==> src/rtl/gray_decoder.sv <==
// Registered Gray-to-binary decoder with a single-step tracker.
// Flags consecutive samples that are neither equal nor one code step apart.
//
// state     | meaning
// ----------+-----------------------------------------------------------
// ST_FIRST  | no step reference; next sample only loads prev_bin
// ST_TRACK  | each sample is compared against prev_bin (delta 0/+1/-1)
module gray_decoder #(
    parameter int WIDTH = 4,
    parameter int ERR_W = 8
) (
    input  logic             clk,
    input  logic             reset,
    input  logic             in_valid,
    input  logic [WIDTH-1:0] gray_in,
    input  logic             clear,
    output logic             out_valid,
    output logic [WIDTH-1:0] bin_out,
    output logic [1:0]       dir,
    output logic             step_err,
    output logic [ERR_W-1:0] err_count
);

    localparam logic [0:0] ST_FIRST = 1'b0;
    localparam logic [0:0] ST_TRACK = 1'b1;

    localparam logic [WIDTH-1:0] DELTA_UP   = WIDTH'(1);
    localparam logic [WIDTH-1:0] DELTA_DOWN = '1;
    localparam logic [ERR_W-1:0] ERR_MAX    = '1;

    logic             s1_v;
    logic [WIDTH-1:0] s1_gray;
    logic [WIDTH-1:0] s1_bin;
    logic [WIDTH-1:0] prev_bin;
    logic [WIDTH-1:0] delta;
    logic [0:0]       state;
    logic [1:0]       dir_nxt;
    logic             err_nxt;

    // Each binary bit is the XOR of all Gray bits at and above it.
    always_comb begin
        s1_bin = '0;
        for (int i = 0; i < WIDTH; i++) begin
            s1_bin[i] = ^(s1_gray >> i);
        end
    end

    assign delta = s1_bin - prev_bin;

    // A same-edge clear forces the sample to be reported as a first sample.
    always_comb begin
        dir_nxt = 2'b00;
        err_nxt = 1'b0;
        if (state == ST_TRACK && !clear) begin
            if (delta == '0) begin
                dir_nxt = 2'b00;
            end else if (delta == DELTA_UP) begin
                dir_nxt = 2'b01;
            end else if (delta == DELTA_DOWN) begin
                dir_nxt = 2'b10;
            end else begin
                dir_nxt = 2'b11;
                err_nxt = 1'b1;
            end
        end
    end

    always_ff @(posedge clk or posedge reset) begin
        if (reset) begin
            s1_v      <= 1'b0;
            s1_gray   <= '0;
            out_valid <= 1'b0;
            bin_out   <= '0;
            dir       <= 2'b00;
            step_err  <= 1'b0;
            err_count <= '0;
            prev_bin  <= '0;
            state     <= ST_FIRST;
        end else begin
            s1_v <= in_valid;
            if (in_valid) begin
                s1_gray <= gray_in;
            end

            out_valid <= s1_v;
            dir       <= s1_v ? dir_nxt : 2'b00;
            step_err  <= s1_v & err_nxt;

            // prev_bin follows every sample, so a bad step resynchronizes.
            if (s1_v) begin
                bin_out  <= s1_bin;
                prev_bin <= s1_bin;
            end

            if (clear) begin
                state     <= ST_FIRST;
                err_count <= '0;
            end else if (s1_v) begin
                state <= ST_TRACK;
                if (err_nxt && err_count != ERR_MAX) begin
                    err_count <= err_count + ERR_W'(1);
                end
            end
        end
    end

endmodule

==> config.mk <==
export PLATFORM = sky130hd
export DESIGN_NAME = gray_decoder
export DESIGN_NICKNAME = d
export VERILOG_FILES = /design/src/rtl/gray_decoder.sv
export SDC_FILE = /design/constraint.sdc
export NUM_CORES = 1
export LEC_CHECK = 0
export ABC_AREA = 1
export BUFFER_PORTS_ARGS = -buffer_cell sky130_fd_sc_hd__buf_2
export CAP_MARGIN = 0
export CORE_MARGIN = 2
export CORE_UTILIZATION = 42
export DETAILED_ROUTE_END_ITERATION = 8
export PLACE_DENSITY = 0.72
export RECOVER_POWER = 100
export SKIP_LAST_GASP = 1
export SLEW_MARGIN = 20
export SYNTH_ARGS = -nofsm -noshare
export SYNTH_HDL_FRONTEND = slang
export SYNTH_SLANG_ARGS = --single-unit
==> constraint.sdc <==
create_clock -name clk -period 3.46 [get_ports clk]
set_clock_uncertainty 0.1 [all_clocks]
set_input_delay 0.346 -clock clk [delete_from_list [all_inputs] [get_ports clk]]
set_output_delay 0.346 -clock clk [all_outputs]
set_load 0.05 [all_outputs]
Yosys cells after proc, flatten, opt, wreduce, memory -nomap -nowiden. Cells that the tools add are included.

Bits in registers: 22. Output and inout bits: 16.

Reduce and logical (&&, ||, !) cells: 11. Bitwise operators: 1. Eq/ne operators: 3. Add/sub/neg operators: 2. Multiplexer cells: 14.

Operators with widths (count): $mux W8 (3); $reduce_xor A4 Y1 (4); $add A8 B1 Y8 const B (1); $mux W2 (4); $ne A8 B8 Y1 const B (1); $mux W1 (7); $eq A4 B1 Y1 const B (1); $eq A4 B4 Y1 const B (1); $logic_not A4 Y1 (1); $reduce_bool A2 Y1 (2); $sub A4 B4 Y4 (1); $logic_and A1 B1 Y1 (2); $reduce_and A2 Y1 (1); $and A1 B1 Y1 (1); $logic_not A1 Y1 (1).

Depth between registers and ports, before layout. Gate-level depths: netlist (run 1).

Depth after elaboration: 11. Depth in mapped cells: 18. Mapped depth without buffers: 18.

Worst setup path before layout (run 1). No wires, ideal clock.

Path kind: register to register. From: reg s1_gray[3]. To: reg err_count[6]. Arrival: 2.293 ns. Path slack: 0.946 ns. Data required time: 3.239 ns. Clock period less this slack: 2.514 ns. Stages on the path, launching flop included: 19. Cells stage by stage: dfrtp_1 -> inv_2 -> nand2_1 -> nand2_2 -> xor2_4 -> xor2_2 -> ha_1 -> inv_1 -> fa_1 -> inv_1 -> nand2_1 -> nand2_1 -> inv_2 -> nor2_1 -> nand3_2 -> inv_2 -> nor2_8 -> nand3b_1 -> nand2_1.

Cells in the longest elaborated chain, start to end: 10.

RTL lines: from (decl) (line 32) `logic [WIDTH-1:0] s1_gray;`; from (signal assigned) (line 82) `s1_gray <= gray_in;`; $reduce_xor A4 Y1 * (line 44) `s1_bin[i] = ^(s1_gray >> i);`; net s1_bin[1] (line 33) `logic [WIDTH-1:0] s1_bin;`; $sub A4 B4 Y4 * (line 48) `assign delta = s1_bin - prev_bin;`; $eq A4 B4 Y1 (line 59) `end else if (delta == DELTA_DOWN) begin`; $mux W1 (line 59); $mux W1 (line 57) `end else if (delta == DELTA_UP) begin`; $mux W1 * (line 55) `if (delta == '0) begin`; $mux W1 * (line 54) `if (state == ST_TRACK && !clear) begin`; $logic_and A1 B1 Y1 * (line 100) `if (err_nxt && err_count != ERR_MAX) begin`; $reduce_bool A2 Y1 (no line) *; $reduce_and A2 Y1 (no line) *; to (signal assigned) (line 101) `err_count <= err_count + ERR_W'(1);`; to (decl) (line 21) `output logic [ERR_W-1:0] err_count`.

Mark *: on every way through the listed nets, which the timed path passes. The rest lies on a longest branch. A chain may end at the register's enable or synchronous reset.

Worst setup path after layout (run 1).
From: reg s1_gray[3]. To: reg err_count[7].

The elaborated chain is that of the path after synthesis.

==> results of run 1 <==
## kinds of logic (layout without fill, tap and decap cells)
family | count (synthesis) | after routing | share of synthesized area, %
and+or+nand+nor | 69 | 69 | 30.9
DFF | 22 | 22 | 44.7
buffers and inverters | 20 | 47 | 6.10
AOI/OAI and AO/OA | 11 | 11 | 4.78
xor gates and xnor gates | 8 | 8 | 7.83
adders and majority gates | 5 | 5 | 5.69
## flip-flops by register name, summed over array words and instances (netlist names)
name	flops
s1_gray	4
step_err	1
state	1
s1_v	1
err_count	8
out_valid	1
dir	2
prev_bin	4
## layer usage
metal	vias up	GRT usage (%)	routed length, um
li1	492	-	-
met1	447	20.8	1120
met2	13	24.7	1150
met3	2	1.34	50
met4	0	5.98	20
met5	-	0	0
## synth_stat cells
library cell,number
sky130_fd_sc_hd__a21oi_1,1
sky130_fd_sc_hd__xor2_1,6
sky130_fd_sc_hd__a21oi_2,1
sky130_fd_sc_hd__dfrtp_1,22
sky130_fd_sc_hd__nand4_4,1
sky130_fd_sc_hd__fa_1,1
sky130_fd_sc_hd__nand3_1,15
sky130_fd_sc_hd__nand4_1,1
sky130_fd_sc_hd__o21ai_1,1
sky130_fd_sc_hd__nand3_2,4
sky130_fd_sc_hd__ha_1,4
sky130_fd_sc_hd__nor2_4,1
sky130_fd_sc_hd__nor2_1,2
sky130_fd_sc_hd__xor2_2,1
sky130_fd_sc_hd__o21ai_0,8
sky130_fd_sc_hd__xor2_4,1
sky130_fd_sc_hd__nand4_2,1
sky130_fd_sc_hd__nand2_1,35
sky130_fd_sc_hd__nor2_2,2
sky130_fd_sc_hd__nor2_8,1
sky130_fd_sc_hd__inv_2,4
sky130_fd_sc_hd__nand2_2,2
sky130_fd_sc_hd__nand3b_1,4
sky130_fd_sc_hd__inv_1,16
## worst max-delay path, delay by kind of cell, from the launching register on
kind | cells | cell delay (ps)
simple gates | 9 | 840
fa+ha+maj | 2 | 570
xor+xnor | 2 | 500
flops | 1 | 430
buf+inv | 5 | 410
## per-stage QoR
step	cell area, um2	worst slack (ps)	total power, mW
after floorplan	1230	946	0.491
after global placement	1390	793	0.533
after detailed placement	1390	650	0.542
after CTS	1420	631	0.684
after global routing	1390	230	0.719
final	1390	496	0.671
## layout make-up
class	count	area [um2]	share of cell area, %
clock buffers	4	36.3	2.61
inverters	20	75.1	5.40
well taps	31	38.8	2.79
flip-flops and latches	22	551	39.6
repair buffers	23	93.8	6.75
multi-input cells	93	596	42.8
## layout by cell type (no fill, tap or decap), types with 2 or more instances in the layout
master,count
sky130_fd_sc_hd__inv_1,17
sky130_fd_sc_hd__buf_2,6
sky130_fd_sc_hd__dfrtp_1,22
sky130_fd_sc_hd__nand3b_1,4
sky130_fd_sc_hd__nand3_2,4
sky130_fd_sc_hd__clkbuf_4,3
sky130_fd_sc_hd__nand2_1,36
sky130_fd_sc_hd__nor2_2,2
sky130_fd_sc_hd__ha_1,4
sky130_fd_sc_hd__nand3_1,15
sky130_fd_sc_hd__xor2_1,7
sky130_fd_sc_hd__inv_2,3
sky130_fd_sc_hd__o21ai_0,8
sky130_fd_sc_hd__nor2_1,2
sky130_fd_sc_hd__clkbuf_1,17
## power by group
part | internal [mW] | total [mW] | switching, mW
combinational | 0.0674 | 0.239 | 0.172
clock | 0.0642 | 0.143 | 0.0789
sequential | 0.276 | 0.289 | 0.0128
## worst max path at each step
stage,endpoint,slack (ps),cells past startpoint
finish,err_count[7],500,18
global route,err_count[5],230,18
CTS,err_count[7],630,18
detailed placement,err_count[7],650,18
floorplan,err_count[6],950,18
global placement,err_count[7],790,18
==> metrics.md, run 1 <==
| Metric | Value |
|---|---|
| Total clock buffers created by CTS | `3` |
| R2r setup slk | `just under 500 ps` |
| Cells along the critical path | `inv_1 -> nand2_1 -> nand2_1 -> xor2_4 -> xor2_1 -> ha_1 -> inv_1 -> fa_1 -> inv_1 -> nand2_1 -> nand2_1 -> inv_2 -> nor2_1 -> nand3_2 -> inv_2 -> nor2_8 -> nand3b_1 -> nand2_1` |
| Mean area per synthesized cell | `about 9 um2` |
| Hold Vio Cnt, Final | `0` |
| Kind of launch point of the worst setup path | `register` |
| Largest incremental delay on the critical path | `between 400 and 500 ps` |
| H-Tree Depth | `1` |
| Input/output buffers | `23` |
| FF-to-FF path depth | `18` |
| Clock transition time at the flip-flop clock pins of the worst setup and hold paths | `approximately 130 ps` |
| Hold bufs inserted after CTS | `0` |
| Number of global-route vias before repair | `between 900 and 1,000` |
| Global placer's final weighted congestion | `0.822` |
| Slowest cell on the critical path | `sky130_fd_sc_hd__dfrtp_1` |
| Clock latency on the worst-skew pair | `~300 ps` |
| RR Endpoint | `err_count[7]` |
| Largest area contributor in the synthesized netlist | `sky130_fd_sc_hd__dfrtp_1` |
| GRT Resource Usage Total | `15.1%` |
| Crit share post-route | `85.7%` |
| CP max FO | `9` |
| Initial cell density of the core | `roughly 44%` |
| Setup repair after global routing missed its margin | `false` |
| Launch instance of the worst register-to-register path | `s1_gray[3]` |
| Power density over cell area | `roughly 480 nW/um2` |
| First-pass GRT wire length | `about 4000 um` |
| Number of iterations in the first detailed-routing pass | `4` |
| Iter 0 DRT Violations | `22` |
| Maximum number of pins on one net before global-route repair | `23` |
| Fraction of post-synthesis cell area in the top cell type by area | `44.7%` |
| Area growth from synthesis to layout | `12.9%` |
| Hold Slack | `a little under 80 ps` |
| WP data required | `~3600 ps` |
| Aggregate routed wire length | `around 2300 um` |
| Number of max-cap violations | `0` |
| Leading cell types by total area after synthesis | `sky130_fd_sc_hd__dfrtp_1 (45%), sky130_fd_sc_hd__nand2_1 (11%), sky130_fd_sc_hd__nand3_1 (6.1%)` |
| Worst min-delay path class | `in -> async` |
| Post-route DRC violation count | `0` |
| Vertical die dimension | `about 58 um` |
| Routed wirelength normalized by instance count | `between 10 and 15 um` |
| Number of synthesized register bits | `22` |
| Final setup viols | `0` |
| Share of post-route cells with drive strength above 1 | `around 16%` |
| Number of different library cells in the post-synthesis netlist | `24` |
| Number of vias after detailed routing | `around 950` |
| Count of pins over their slew limit | `0` |
| Slew at the pin closest to its max-slew limit | `821 ps` |
| Number of gates resized after cts | `0` |
| Start point of the critical path | `s1_gray[3]` |
| Post-route antenna net violation count | `0` |
| DPL Wire Length | `between 1500 and 2000 um` |
| Clk sink count | `22` |
| Count of filler cells inserted in the layout | `~280` |
| TritonCTS clock tree | `built` |
| Number of setup buffers added after CTS | `0` |
| Number of I/O pins | `24` |
| Nets@finish | `roughly 180` |
| Run status | `complete, no violations` |
| Via count normalized by instance count | `around 5` |
| Bufs on Longest Clock Path | `2` |
| Tmin final | `approximately 3000 ps` |
| Core area | `between 2000 and 3000 um2` |
| Synth warn | `0` |
| Number of antenna violations at the first check in global routing | `0` |
| Number of antenna diodes | `0` |
| Number of placed instances, taps included | `around 190` |
| Kind of capture point of the worst setup path | `register` |
| Worst slew margin relative to its limit | `45.2%` |
| Post-Syn Nets | `148` |
| Synthesized instance count | `approximately 140` |
| Post-route core utilization | `50.0%` |
| Maximum achievable frequency | `0.337 GHz` |
| Die W | `58.1 um` |
| CTS root buf | `sky130_fd_sc_hd__clkbuf_4` |
| Highest ir drop seen on vdd | `0.246 mV` |
| Static Leakage | `a little over 0.7 nW` |
| Path type of the worst setup path | `reg -> reg` |
| Setup TNS | `0 ps` |
| Area of the die | `3380 um2` |
| Total congestion overflow after global routing | `0` |
| Most repeated library cell on the critical path | `sky130_fd_sc_hd__nand2_1` |
| Sequential area share after synthesis | `between 40% and 50%` |
| Netlist Area Pre-Place | `1230 um2` |
| Filler-free cell count of the finished design | `just under 200` |
| Number of cell rows | `19` |
| Critical path data arrival time | `3070 ps` |
No activity file was read; power rests on OpenSTA's default activity.
==> run 2: changes to the inputs <==
--- a/config.mk
+++ b/config.mk
@@ -11,7 +11,7 @@
 export CORE_MARGIN = 2
 export CORE_UTILIZATION = 42
 export DETAILED_ROUTE_END_ITERATION = 8
-export PLACE_DENSITY = 0.72
+export PLACE_DENSITY = 0.65
 export RECOVER_POWER = 100
 export SKIP_LAST_GASP = 1
 export SLEW_MARGIN = 20
==> run 2 against run 1 <==
Register-to-register slack improved by 90 ps. Core utilization stayed put. Combinational power about the same. Clock-buffer cell count stayed put. Die area unchanged. Sequential power barely moved. Non-clock buffer count unchanged. Clock power barely moved. First-iteration DRC count down 27%. Via count is 2.3% lower. Sequential cell count did not move.
==> metrics.md, run 2 (same netlist as run 1, synthesis figures left out) <==
| Metric | Value |
|---|---|
| H-Tree Depth | `1` |
| Tmin final | `roughly 2900 ps` |
| Number of global-route vias before repair | `approximately 860` |
| DPL Wire Length | `1680 um` |
| Total congestion overflow after global routing | `0` |
| Critical path data arrival time | `around 3000 ps` |
| Regs by FF count | `err_count: 8 flops, prev_bin: 4 flops, s1_gray: 4 flops` |
| Input/output buffers | `23` |
| Kind of launch point of the worst setup path | `register` |
| Most frequent standard cell in the layout excluding fill and tap cells | `sky130_fd_sc_hd__nand2_1` |
| Bufs on Longest Clock Path | `2` |
| Core area | `around 2800 um2` |
| Launch instance of the worst register-to-register path | `s1_gray[3]` |
| Area growth from synthesis to layout | `12.9%` |
| Number of I/O pins | `24` |
| Number of antenna violations at the first check in global routing | `0` |
| Number of iterations in the first detailed-routing pass | `4` |
| Number of max-cap violations | `0` |
| Clock latency on the worst-skew pair | `between 300 and 400 ps` |
| Area of the die | `approximately 3400 um2` |
| Count of filler cells inserted in the layout | `roughly 280` |
| Run status | `complete, no violations` |
| RR Endpoint | `err_count[3]` |
| Worst slew margin relative to its limit | `41.7%` |
| First-pass GRT wire length | `3780 um` |
| Number of vias after detailed routing | `~930` |
| WP data required | `3580 ps` |
| Post-route DRC violation count | `0` |
| Largest incremental delay on the critical path | `440 ps` |
| Die W | `~58 um` |
| Max FFs per register | `8` |
| Number of setup buffers added after CTS | `0` |
| GRT Resource Usage Total | `between 10% and 20%` |
| Share of post-route cells with drive strength above 1 | `between 15 and 20%` |
| Nets@finish | `approximately 180` |
| Vertical die dimension | `58.1 um` |
| Highest ir drop seen on vdd | `~0.26 mV` |
| Most repeated library cell on the critical path | `sky130_fd_sc_hd__nand2_1` |
| Number of gates resized after cts | `0` |
| Slowest cell on the critical path | `sky130_fd_sc_hd__dfrtp_1` |
| Hold bufs inserted after CTS | `0` |
| Routed wirelength normalized by instance count | `11.4 um` |
| Total power after layout | `slightly below 0.7 mW` |
| Start point of the critical path | `s1_gray[3]` |
| Iter 0 DRT Violations | `16` |
| Initial cell density of the core | `between 40% and 50%` |
| Crit path buffers/inverters | `5` |
| Path type of the worst setup path | `reg -> reg` |
| Global placer's final weighted congestion | `about 0.83` |
| TritonCTS clock tree | `built` |
| R2r setup slk | `between 500 and 600 ps` |
| Static Leakage | `around 0.7 nW` |
| Clk sink count | `22` |
| Kind of capture point of the worst setup path | `register` |
| CP max FO | `9` |
| FF-to-FF path depth | `18` |
| Worst min-delay path class | `in -> async` |
| Power density over cell area | `484 nW/um2` |
| Number of cell rows | `19` |
| Maximum achievable frequency | `approximately 0.35 GHz` |
| Maximum number of pins on one net before global-route repair | `23` |
| Setup TNS | `0 ps` |
| Critical path's top delay family | `simple AND/OR/NAND/NOR gates` |
| Count of pins over their slew limit | `0` |
| CTS root buf | `sky130_fd_sc_hd__clkbuf_4` |
| Hold Vio Cnt, Final | `0` |
| Crit share post-route | `83.1%` |
| Post-route antenna net violation count | `0` |
| Slew at the pin closest to its max-slew limit | `874 ps` |
| Total clock buffers created by CTS | `3` |
| Most frequent cells in the layout | `sky130_fd_sc_hd__nand2_1 (36), sky130_fd_sc_hd__dfrtp_1 (22), sky130_fd_sc_hd__inv_1 (17), sky130_fd_sc_hd__clkbuf_1 (17), sky130_fd_sc_hd__nand3_1 (15)` |
| Via count normalized by instance count | `between 4 and 5` |
| Number of antenna diodes | `0` |
| Aggregate routed wire length | `between 2000 and 2500 um` |
| Reg with most FFs | `err_count` |
| Setup repair after global routing missed its margin | `false` |
| Cells along the critical path | `inv_1 -> nand2_1 -> nand2_1 -> xor2_4 -> xor2_1 -> ha_1 -> inv_1 -> fa_1 -> inv_1 -> nand2_1 -> nand2_1 -> inv_2 -> nor2_1 -> nand3_2 -> inv_2 -> nor2_8 -> nand3b_1 -> nand2_1` |
| Final setup viols | `0` |
| Clock transition time at the flip-flop clock pins of the worst setup and hold paths | `130 ps` |
-- run 2: worst max path at each step --
stage / depth (start not counted) / slack, ps / end
2_1_floorplan: 18 / 950 / err_count[6]
3_3_place_gp: 15 / 770 / err_count[6]
3_5_place_dp: 18 / 690 / err_count[6]
4_1_cts: 18 / 680 / err_count[6]
5_1_grt: 18 / 250 / err_count[6]
6_report: 18 / 580 / err_count[3]
-- run 2: cell type report --
type	instances	area (um2)	share of cell area [%]
Inverter	20	75.1	5.40
Clock buffer	4	36.3	2.61
Multi-Input combinational cell	93	596	42.8
Tap cell	31	38.8	2.79
Sequential cell	22	551	39.6
Timing Repair Buffer	23	93.8	6.75
-- run 2: routing by layer --
metal  GRT usage [%]  vias to the layer above  share of wire [%]
met3            3.35                        4                3.6
met1            20.4                      421                 50
met4            4.98                        0                1.2
li1                -                      489                  -
met2            23.1                       18                 45
met5               0                        -                  0
-- run 2: metrics by stage --
| step | setup WS [ps] | util [%] | instance area, um2 | std cells | hold WS (ps) |
|---|---|---|---|---|---|
| 3_5_place_dp | 688 | 49.8 | 1390 | 189 | 362 |
| 3_3_place_gp | 772 | 49.8 | 1390 | 189 | 364 |
| 6_report | 584 | 50.0 | 1390 | 193 | 85.6 |
| 2_1_floorplan | 946 | - | 1230 | 135 | 235 |
| 5_1_grt | 251 | 50.0 | 1390 | 193 | 141 |
| 4_1_cts | 682 | 51.1 | 1420 | 193 | 105 |
-- run 2: report_power, final --
part	internal (mW)	total, mW	switching [mW]
Clock	0.0644	0.145	0.0805
Sequential	0.276	0.289	0.0128
Combinational	0.0686	0.238	0.170
Total	0.409	0.673	0.263
